--- config.mk ---
export PLATFORM = sky130hd
export DESIGN_NAME = spi_xfer_ctrl
export DESIGN_NICKNAME = d
export VERILOG_FILES = /design/src/rtl/spi_pkg.sv /design/src/rtl/spi_tick_gen.sv /design/src/rtl/spi_xfer_ctrl.sv
export SDC_FILE = /design/constraint.sdc
export NUM_CORES = 1
export LEC_CHECK = 0
export CAP_MARGIN = 15
export CELL_PAD_IN_SITES_DETAIL_PLACEMENT = 0
export CELL_PAD_IN_SITES_GLOBAL_PLACEMENT = 1
export CORE_MARGIN = 1.5
export CORE_UTILIZATION = 45
export DETAILED_ROUTE_END_ITERATION = 12
export GPL_TIMING_DRIVEN = 0
export PLACE_DENSITY_LB_ADDON = 0.1
export SYNTH_ARGS = -nofsm -noshare
export SYNTH_HDL_FRONTEND = slang
export SYNTH_SLANG_ARGS = --single-unit
--- constraint.sdc ---
create_clock -name clk -period 4.15 [get_ports clk]
set_input_delay 0.83 -clock clk [delete_from_list [all_inputs] [get_ports clk]]
set_output_delay 0.83 -clock clk [all_outputs]
set_load 0.005 [all_outputs]
--- src/rtl/spi_pkg.sv ---
// Shared types and constants for the SPI transfer sequencer.
package spi_pkg;

  typedef enum logic [1:0] {
    IDLE  = 2'd0,
    SETUP = 2'd1,
    SHIFT = 2'd2,
    HOLD  = 2'd3
  } spi_state_e;

  // {cpol, cpha}
  localparam logic [1:0] SPI_MODE0 = 2'b00;
  localparam logic [1:0] SPI_MODE1 = 2'b01;
  localparam logic [1:0] SPI_MODE2 = 2'b10;
  localparam logic [1:0] SPI_MODE3 = 2'b11;

  // Width needed to count sclk edges 0..2*data_w.
  function automatic int unsigned edge_cnt_w(input int unsigned data_w);
    return $clog2(2 * data_w + 1);
  endfunction

endpackage

--- src/rtl/spi_tick_gen.sv ---
// Enable-gated rate divider: single-cycle tick every DIVIDER clocks while en is high.
module spi_tick_gen #(
  parameter int unsigned DIVIDER = 4
) (
  input  logic clk,
  input  logic rst_n,
  input  logic en,
  output logic tick
);

  localparam int unsigned CW = (DIVIDER > 1) ? $clog2(DIVIDER) : 1;
  localparam logic [CW-1:0] LAST = CW'(DIVIDER - 1);

  logic [CW-1:0] cnt_q, cnt_d;

  always_comb begin
    cnt_d = '0;
    if (en && (cnt_q != LAST)) begin
      cnt_d = cnt_q + 1'b1;
    end
  end

  always_ff @(posedge clk or negedge rst_n) begin
    if (!rst_n) begin
      cnt_q <= '0;
    end else begin
      cnt_q <= cnt_d;
    end
  end

  assign tick = en && (cnt_q == LAST);

endmodule

--- src/rtl/spi_xfer_ctrl.sv ---
// SPI master transfer sequencer: one DATA_W word per handshake, MSB first.
// Define SPI_MODE_CFG_EN to add per-transfer cpol/cpha inputs (default: fixed mode 0).
module spi_xfer_ctrl
  import spi_pkg::*;
#(
  parameter int unsigned DATA_W  = 8,
  parameter int unsigned DIVIDER = 4
) (
  input  logic              clk,
  input  logic              rst_n,
  input  logic              start,
  output logic              ready,
  input  logic [DATA_W-1:0] tx_data,
  output logic [DATA_W-1:0] rx_data,
  output logic              rx_valid,
  output logic              busy,
  output logic              cs_n,
  output logic              sclk,
  output logic              mosi,
  input  logic              miso
`ifdef SPI_MODE_CFG_EN
  ,
  input  logic              cpol,
  input  logic              cpha
`endif
);

  localparam int unsigned EW = edge_cnt_w(DATA_W);
  localparam logic [EW-1:0] LAST_EDGE = EW'(2 * DATA_W);

  spi_state_e        state_q, state_d;
  logic [DATA_W-1:0] tx_q, tx_d;
  logic [DATA_W-1:0] rx_q, rx_d;
  logic [DATA_W-1:0] rx_data_q, rx_data_d;
  logic [EW-1:0]     edge_q, edge_d;
  logic [EW-1:0]     edge_nxt;
  logic              sclk_ph_q, sclk_ph_d;
  logic              mosi_q, mosi_d;
  logic              rx_valid_q, rx_valid_d;
  logic              tick;
  logic              launch, sample;
  logic              cpha_in;
  logic              cpol_act, cpha_act;
  logic              idle_pol;

`ifdef SPI_MODE_CFG_EN
  logic [1:0] mode_q, mode_d;

  always_comb begin
    mode_d = mode_q;
    if ((state_q == IDLE) && start) begin
      mode_d = {cpol, cpha};
    end
  end

  always_ff @(posedge clk or negedge rst_n) begin
    if (!rst_n) begin
      mode_q <= SPI_MODE0;
    end else begin
      mode_q <= mode_d;
    end
  end

  assign cpha_in  = cpha;
  assign cpol_act = mode_q[1];
  assign cpha_act = mode_q[0];
  assign idle_pol = cpol;
`else
  assign cpha_in  = SPI_MODE0[0];
  assign cpol_act = SPI_MODE0[1];
  assign cpha_act = SPI_MODE0[0];
  assign idle_pol = SPI_MODE0[1];
`endif

  spi_tick_gen #(.DIVIDER(DIVIDER)) u_tick (
    .clk  (clk),
    .rst_n(rst_n),
    .en   (busy),
    .tick (tick)
  );

  assign edge_nxt = edge_q + 1'b1;

  // Odd edges lead each bit pair; cpha picks whether that edge launches or samples.
  // In cpha=0 the final trailing edge must not launch, or the word would over-shift.
  always_comb begin
    if (cpha_act) begin
      launch = edge_nxt[0];
      sample = !edge_nxt[0];
    end else begin
      launch = !edge_nxt[0] && (edge_nxt != LAST_EDGE);
      sample = edge_nxt[0];
    end
  end

  always_comb begin
    state_d    = state_q;
    tx_d       = tx_q;
    rx_d       = rx_q;
    rx_data_d  = rx_data_q;
    edge_d     = edge_q;
    sclk_ph_d  = sclk_ph_q;
    mosi_d     = mosi_q;
    rx_valid_d = 1'b0;
    case (state_q)
      IDLE: begin
        if (start) begin
          state_d   = SETUP;
          tx_d      = tx_data;
          rx_d      = '0;
          edge_d    = '0;
          sclk_ph_d = 1'b0;
          if (!cpha_in) begin
            mosi_d = tx_data[DATA_W-1];
          end
        end
      end
      SETUP: begin
        if (tick) begin
          state_d = SHIFT;
        end
      end
      SHIFT: begin
        if (tick) begin
          sclk_ph_d = ~sclk_ph_q;
          edge_d    = edge_nxt;
          if (launch) begin
            tx_d   = {tx_q[DATA_W-2:0], 1'b0};
            mosi_d = cpha_act ? tx_q[DATA_W-1] : tx_q[DATA_W-2];
          end
          if (sample) begin
            rx_d = {rx_q[DATA_W-2:0], miso};
          end
          if (edge_nxt == LAST_EDGE) begin
            state_d = HOLD;
          end
        end
      end
      HOLD: begin
        if (tick) begin
          state_d    = IDLE;
          rx_data_d  = rx_q;
          rx_valid_d = 1'b1;
        end
      end
      default: state_d = IDLE;
    endcase
  end

  always_ff @(posedge clk or negedge rst_n) begin
    if (!rst_n) begin
      state_q    <= IDLE;
      tx_q       <= '0;
      rx_q       <= '0;
      rx_data_q  <= '0;
      edge_q     <= '0;
      sclk_ph_q  <= 1'b0;
      mosi_q     <= 1'b0;
      rx_valid_q <= 1'b0;
    end else begin
      state_q    <= state_d;
      tx_q       <= tx_d;
      rx_q       <= rx_d;
      rx_data_q  <= rx_data_d;
      edge_q     <= edge_d;
      sclk_ph_q  <= sclk_ph_d;
      mosi_q     <= mosi_d;
      rx_valid_q <= rx_valid_d;
    end
  end

  assign ready    = (state_q == IDLE);
  assign busy     = !ready;
  assign cs_n     = ready;
  assign sclk     = sclk_ph_q ^ (busy ? cpol_act : idle_pol);
  assign mosi     = mosi_q;
  assign rx_data  = rx_data_q;
  assign rx_valid = rx_valid_q;

endmodule

==> flow_summary.ini, run 1 <==
[setup_path]
crit_type = reg -> out
cp_data_arrival_time_ps = 1790
cp-start-kind = flop
cp.required_ps = 3320
crit_fanout = 10
end_kind = output port

[timing]
grt_setup_unrepaired = no
worst_clock_skew_ps = 7.90
fin_ws_ps = 1530
setup_viol = 0
finalHoldViolCount = 0
max_freq_mhz = 382
drv_slew = 0
finalCritPeriodShare_pct = 63.2
setup_tns_ps = 0
finalCriticalPeriod_ps = 2620
slew_headroom_pct = 49.3
worst_pin_slew_ps = 761

[die]
die_h_um = 64.4
num_io_pins = 26
coreArea_um2 = 3630
start_util_pct = 46.6
rows = 22
dieArea_um2 = 4140
die_x_um = 64.4

[layout]
final_nets = 198
fin_cells = 228
diodes = 0
stdcell_area_um2 = 2080
drive_gt1_share_pct = 12.2
mostFrequentLayoutCells = 35 x dfrtp_1, 24 x clkdlybuf4s50_1, 9 x a22o_1
fillers = 328
layout_commonest_cell = dfrtp_1
area_growth_pct = 23.0

[pwr]
power_density_nw_per_um2 = 548
leakage_nw = 0.953
irDropWorstVdd_mv = 0.373

[hold_path]
hp-class = reg -> reg

[yosys]
syn-cell-area_um2 = 1690
synth-seq-area-share_pct = 51.7
synth_nets = 166
postSynthCellCount = 147
synth_cell_types = 36
ys_async_sr_fraction_pct = 100
avgSynthCellArea_um2 = 11.5
yosysWarnings = 0
synth_ff_type = dfrtp_1
synth_edf_count = 0
synth_seq_cells = 35

[clock_network]
root_buffer = clkbuf_8
h-tree-depth = 2
cts-buffers-inserted = 5
cts_resized = 0
clkLatencyLatePin_ps = 290
path_clk_slew_ps = 60
post_cts_buffers = 0
clockBufferDepth = 2
cts_tree = yes
hold_buffers = 0
clock_sinks = 35

[global_routing]
antenna_found_initial = 0
grt_max_degree = 36
grt_pass1_wl_um = 6070
grt_pass1_vias = 1313
grt-ovfl-total = 0
track_usage_pct = 19.2

[route]
viasPerCell = 5.57
drcViolationCount = 0
routedWlPerCell_um = 14.6
via_count = 1271
antenna_left = 0
drt-pass1-iter-count = 4
wirelength_um = 3340
drt_iter0_drc = 73

[placement]
dp_hpwl_um = 2380
dp_slack_ps = 1700
gp_congestion = 0.766
port_buffers = 25
dp_cells = 220
place_area_um2 = 2000

[job]
maxCapViolCount = 0

[outcome]
status = complete, no violations
-- report_power, final --
part           internal, mW  total (mW)  leakage (nW)  switching, mW
logic                 0.212       0.426         0.445          0.214
clock network         0.117       0.237        0.0412          0.120
registers             0.421       0.480         0.467         0.0585
total                 0.750        1.14         0.953          0.392
-- per-layer routing --
metal | global-route usage, % | part of all wire (%)
met1 | 25.0 | 47
met2 | 30.9 | 47
met3 | 4.93 | 3.8
met5 | 0 | 0
met4 | 7.18 | 1.8
-- area by class of cell --
type / count / area [um^2] / area share (%)
Inverter: 8 / 30.0 / 1.44
Timing Repair Buffer: 25 / 245 / 11.8
Clock inverter: 2 / 12.5 / 0.600
Buffer: 5 / 23.8 / 1.14
Multi-Input combinational cell: 99 / 764 / 36.7
Tap cell: 48 / 60.1 / 2.88
Sequential cell: 35 / 876 / 42.0
Clock buffer: 6 / 72.6 / 3.48
-- critical path, stage by stage, from the launching register on --
cell,delay [ps]
dfrtp_1,420
inv_1,130
ha_1,320
buf_4,160
clkdlybuf4s50_1,490
-- stage by stage --
stage          power [mW]  util (%)  hold slack [ps]
2_1_floorplan       0.757         -              415
3_3_place_gp        0.891      55.2              428
3_5_place_dp        0.915      55.0              439
4_1_cts              1.15      57.4              448
5_1_grt              1.23      57.4              474
6_report             1.14      57.4              441
-- path summary, 6_finish.rpt --
| path | startpoint | to | slack [ps] | depth (start not counted) |
|---|---|---|---|---|
| max | state_q[0] | ready | 1530 | 4 |
| min | u_tick.cnt_q[0] | u_tick.cnt_q[0] | 440 | 1 |
| max reg2reg | state_q[0] | rx_q[0] | 2100 | 6 |
| min reg2reg | u_tick.cnt_q[0] | u_tick.cnt_q[0] | 440 | 1 |
| max in group asynchronous | rst_n | rx_q[6] | 3050 | 1 |
| min in group asynchronous | rst_n | tx_q[5] | 600 | 1 |
-- logic make-up after synthesis --
group	Yosys count	share of synthesized area (%)
compound gates	36	16.5
xor+xnor	2	1.03
fa+ha+maj	7	5.17
buf+inv	13	3.18
flops	35	51.7
mux	11	7.46
simple gates	43	14.9
-- registers in the layout, summed over array words and instances, names as in the netlist --
| name | cells |
|---|---|
| rx_q | 8 |
| sclk | 1 |
| edge_q | 5 |
| rx_data | 8 |
| state_q | 2 |
| tx_q | 7 |
| mosi | 1 |
| u_tick.cnt_q | 2 |
| rx_valid | 1 |
-- cell usage after synthesis (2+ instances only) --
cell	count	area [um^2]
a21o_1	2	15.0
a22o_1	9	78.8
o2111ai_1	3	26.3
o211ai_1	5	37.5
and2_1	7	43.8
a32oi_1	5	43.8
nor2_1	3	11.3
nor3b_1	2	15.0
ha_1	7	87.6
nor3_1	2	10.0
and3b_1	2	17.5
a21oi_1	2	10.0
inv_1	8	30.0
o21ai_0	5	25.0
nand2b_1	3	18.8
nand2_1	7	26.3
xor2_1	2	17.5
nand3b_1	7	52.6
mux2_2	8	90.1
clkbuf_1	3	11.3
nand3_1	6	30.0
dfrtp_1	35	876
No activity file was read; power rests on OpenSTA's default activity.
==> run 2, diff against run 1 <==
CORE_UTILIZATION = 38   (was 45)
clock period = 2.15 ns   (was 4.15 ns; I/O delays follow)
==> flow_summary.ini, run 2 (same netlist as run 1, synthesis figures left out) <==
[pwr]
irDropWorstVdd_mv = 0.659
power_density_nw_per_um2 = 1060
leakage_nw = 0.953

[placement]
gp_congestion = 0.709
port_buffers = 25
dp_hpwl_um = 2340

[global_routing]
track_usage_pct = 15.8
grt_pass1_vias = 1300
grt-ovfl-total = 0
antenna_found_initial = 0
grt_pass1_wl_um = 6070
grt_max_degree = 36

[job]
maxCapViolCount = 0

[layout]
utilization_pct = 48.9
layout_commonest_cell = dfrtp_1
seqCellArea_um2 = 876
diodes = 0
area_growth_pct = 24.7
drive_gt1_share_pct = 15.0
fillers = 421
final_nets = 198
multi_input_area_um2 = 788
mostFrequentLayoutCells = 35 x dfrtp_1, 24 x clkdlybuf4s50_1, 9 x a22o_1

[clock_network]
cts-buffers-inserted = 5
root_buffer = clkbuf_8
clock_sinks = 35
hold_buffers = 0
cts_tree = yes
h-tree-depth = 2
path_clk_slew_ps = 70
clockBufferDepth = 2
clkLatencyLatePin_ps = 290

[timing]
max_freq_mhz = 490
finalCriticalPeriod_ps = 2040
grt_setup_unrepaired = no
finalHoldViolCount = 0
drv_slew = 0
worst_clock_skew_ps = 6.18
finalCritPeriodShare_pct = 94.9
setup_viol = 0
slew_headroom_pct = 47.3
setup_tns_ps = 0
worst_pin_slew_ps = 791

[die]
coreArea_um2 = 4320
rows = 24
num_io_pins = 26
dieArea_um2 = 4870
die_h_um = 69.8
die_x_um = 69.8
start_util_pct = 39.2

[route]
via_count = 1250
wirelength_um = 3440
routedWlPerCell_um = 14.8
drt_iter0_drc = 59
viasPerCell = 5.39
antenna_left = 0
drcViolationCount = 0
drt-pass1-iter-count = 4

[hold_path]
hp-class = in -> async

[setup_path]
cp.required_ps = 1720
cp-start-kind = flop
crit_type = reg -> out
end_kind = output port
cp_data_arrival_time_ps = 1610
crit_fanout = 10

[outcome]
status = complete, no violations
-- run 2: critical path: stages (launching register included) --
cell             delay, ps
dfrtp_1                430
inv_2                  110
ha_4                   190
buf_4                  110
clkdlybuf4s50_1        490
-- run 2: per-stage QoR --
stage	instance area, um^2	setup slack [ps]	hold slack (ps)	std cells	total power, mW
global placement	2010	-117	428	224	1.74
global route	2110	32.8	292	232	2.42
floorplan	1690	423	134	147	1.46
detailed placement	2000	61.9	432	224	1.77
finish	2110	109	207	232	2.25
CTS	2100	47.4	250	232	2.27
-- run 2: worst paths after layout --
| check | to | cells after the start | start | slack (ps) |
|---|---|---|---|---|
| max | ready | 4 | state_q[0] | 110 |
| min | tx_q[6] | 1 | rst_n | 210 |
| max reg2reg | state_q[1] | 5 | edge_q[0] | 200 |
| min reg2reg | u_tick.cnt_q[0] | 1 | u_tick.cnt_q[0] | 440 |
| max in group asynchronous | tx_q[2] | 1 | rst_n | 1420 |
| min in group clk | u_tick.cnt_q[0] | 1 | u_tick.cnt_q[0] | 440 |
-- run 2: layer usage --
| metal | vias to the layer above | track usage (%) | routed length, um |
|---|---|---|---|
| met5 | - | 0 | 0 |
| met4 | 0 | 5.77 | 52 |
| met3 | 6 | 4.51 | 109 |
| met2 | 19 | 25.0 | 1530 |
| met1 | 618 | 20.6 | 1740 |
| li1 | 607 | - | - |
-- run 2: layout make-up --
| type | count | share of cell area, % |
|---|---|---|
| clock inverters | 2 | 0.592 |
| multi-input cells | 99 | 37.3 |
| inverters | 8 | 1.42 |
| repair buffers | 25 | 11.6 |
| well taps | 52 | 3.08 |
| flip-flops and latches | 35 | 41.4 |
| clock buffers | 6 | 3.43 |
| plain buffers | 5 | 1.12 |
-- run 2: report_power, final --
part           internal, mW  switching, mW  leakage (nW)
Combinational         0.429          0.428         0.445
Clock                 0.226          0.237        0.0412
Sequential            0.812          0.116         0.467
Total                  1.47          0.781         0.953
-- run 2: repair_timing --
item	in CTS	in global routing
endpoints found under the setup margin	2	12
buffers inserted	0	0
resized for setup	2	5
==> run 3, diff against run 2 <==
CORE_MARGIN = 2   (was 1.5)
==> flow_summary.ini, run 3 (same netlist as run 1, synthesis figures left out) <==
[outcome]
status = complete, no violations

[timing]
finalCriticalPeriod_ps = 2080
grt_setup_unrepaired = no
finalHoldViolCount = 0
setup_viol = 0
worst_clock_skew_ps = 3.79
finalCritPeriodShare_pct = 96.8
fin_ws_ps = 68.6
worst_pin_slew_ps = 783
drv_slew = 0
slew_headroom_pct = 47.8
max_freq_mhz = 480

[die]
start_util_pct = 39.2
dieArea_um2 = 5010
num_io_pins = 26
rows = 24
die_h_um = 70.8
coreArea_um2 = 4320
die_x_um = 70.8

[global_routing]
antenna_found_initial = 0
track_usage_pct = 15.5
grt_max_degree = 36
grt-ovfl-total = 0
grt_pass1_vias = 1283
grt_pass1_wl_um = 6070

[setup_path]
slowest_stage = clkdlybuf4s50_1
cp_data_arrival_time_ps = 1650
end_kind = output port
cp-start-kind = flop
max_stage_delay_ps = 480
crit_type = reg -> out
cp.required_ps = 1720
crit_fanout = 10
path_cells = inv_1 > ha_4 > buf_4 > clkdlybuf4s50_1

[route]
via_count = 1281
wirelength_um = 3520
drcViolationCount = 0
antenna_left = 0
drt-pass1-iter-count = 4
drt_iter0_drc = 73
viasPerCell = 5.52
routedWlPerCell_um = 15.2

[clock_network]
root_buffer = clkbuf_8
path_clk_slew_ps = 70
h-tree-depth = 2
clkLatencyLatePin_ps = 290
clock_sinks = 35
hold_buffers = 0
cts_tree = yes
cts-buffers-inserted = 5
clockBufferDepth = 2
post_cts_buffers = 0

[layout]
fillers = 408
drive_gt1_share_pct = 13.9
utilization_pct = 49.9
final_nets = 198
mostFrequentLayoutCells = 35 x dfrtp_1, 24 x clkdlybuf4s50_1, 9 x a22o_1
diodes = 0
layout_commonest_cell = dfrtp_1
area_growth_pct = 27.4

[pwr]
leakage_nw = 0.978
power_density_nw_per_um2 = 1160
irDropWorstVdd_mv = 0.806

[placement]
gp_congestion = 0.707
dp_slack_ps = 39.5
port_buffers = 25
dp_hpwl_um = 2490

[job]
maxCapViolCount = 0

[hold_path]
hp-class = in -> async
run 3: critical path, delay by kind of cell (launching register included):
family / cells / cell delay [ps]
buf+inv: 3 / 740
flops: 1 / 410
fa+ha+maj: 1 / 210
run 3: timing repair:
item,4_1_cts,5_1_grt
cloned,0,0
endpoints found under the hold margin,0,0
resized for setup,2,3
endpoints found under the setup margin,3,13
run 3: worst paths after layout:
| path | cells after the start | to | slack (ps) | from |
|---|---|---|---|---|
| worst max-delay path | 4 | ready | 70 | state_q[1] |
| worst min-delay path | 1 | tx_q[6] | 220 | rst_n |
| worst max register to register | 5 | state_q[1] | 220 | edge_q[0] |
| worst min register to register | 1 | u_tick.cnt_q[0] | 450 | u_tick.cnt_q[0] |
| max in group asynchronous | 1 | rx_q[4] | 1440 | rst_n |
| min in group clk | 1 | u_tick.cnt_q[0] | 450 | u_tick.cnt_q[0] |
run 3: report_power, final:
group | total, mW | internal [mW] | leakage (nW) | switching [mW]
clock | 0.705 | 0.464 | 0.0654 | 0.241
sequential | 0.929 | 0.812 | 0.467 | 0.117
combinational | 0.859 | 0.430 | 0.445 | 0.430
total | 2.49 | 1.71 | 0.978 | 0.788
run 3: area by class of cell:
type                       instances  area, um^2  share of cell area, %
multi-input combinational         99         786                   36.4
inverter                           8        30.0                   1.39
sequential                        35         876                   40.6
timing repair buffer              25         245                   11.4
clock inverter                     2        60.1                   2.78
tap                               52        65.1                   3.01
clock buffer                       6        72.6                   3.36
buffer                             5        23.8                   1.10
run 3: stage by stage:
stage          hold WS, ps  setup TNS, ps  cells  cell area [um^2]  power [mW]
2_1_floorplan          134              0    147              1690        1.46
3_3_place_gp           428          -3920    224              2010        1.73
3_5_place_dp           435              0    224              2000        1.77
4_1_cts                248              0    232              2150        2.51
5_1_grt                286              0    232              2160        2.67
6_report               217              0    232              2160        2.49
run 3: per-layer routing:
layer  part of all wire [%]  GRT usage (%)  up-vias
met1                     49           20.2      637
met3                    4.3           3.56        8
met2                     45           24.7       28
li1                       -              -      608
met4                    2.2           7.13        0
met5                      0              0        -
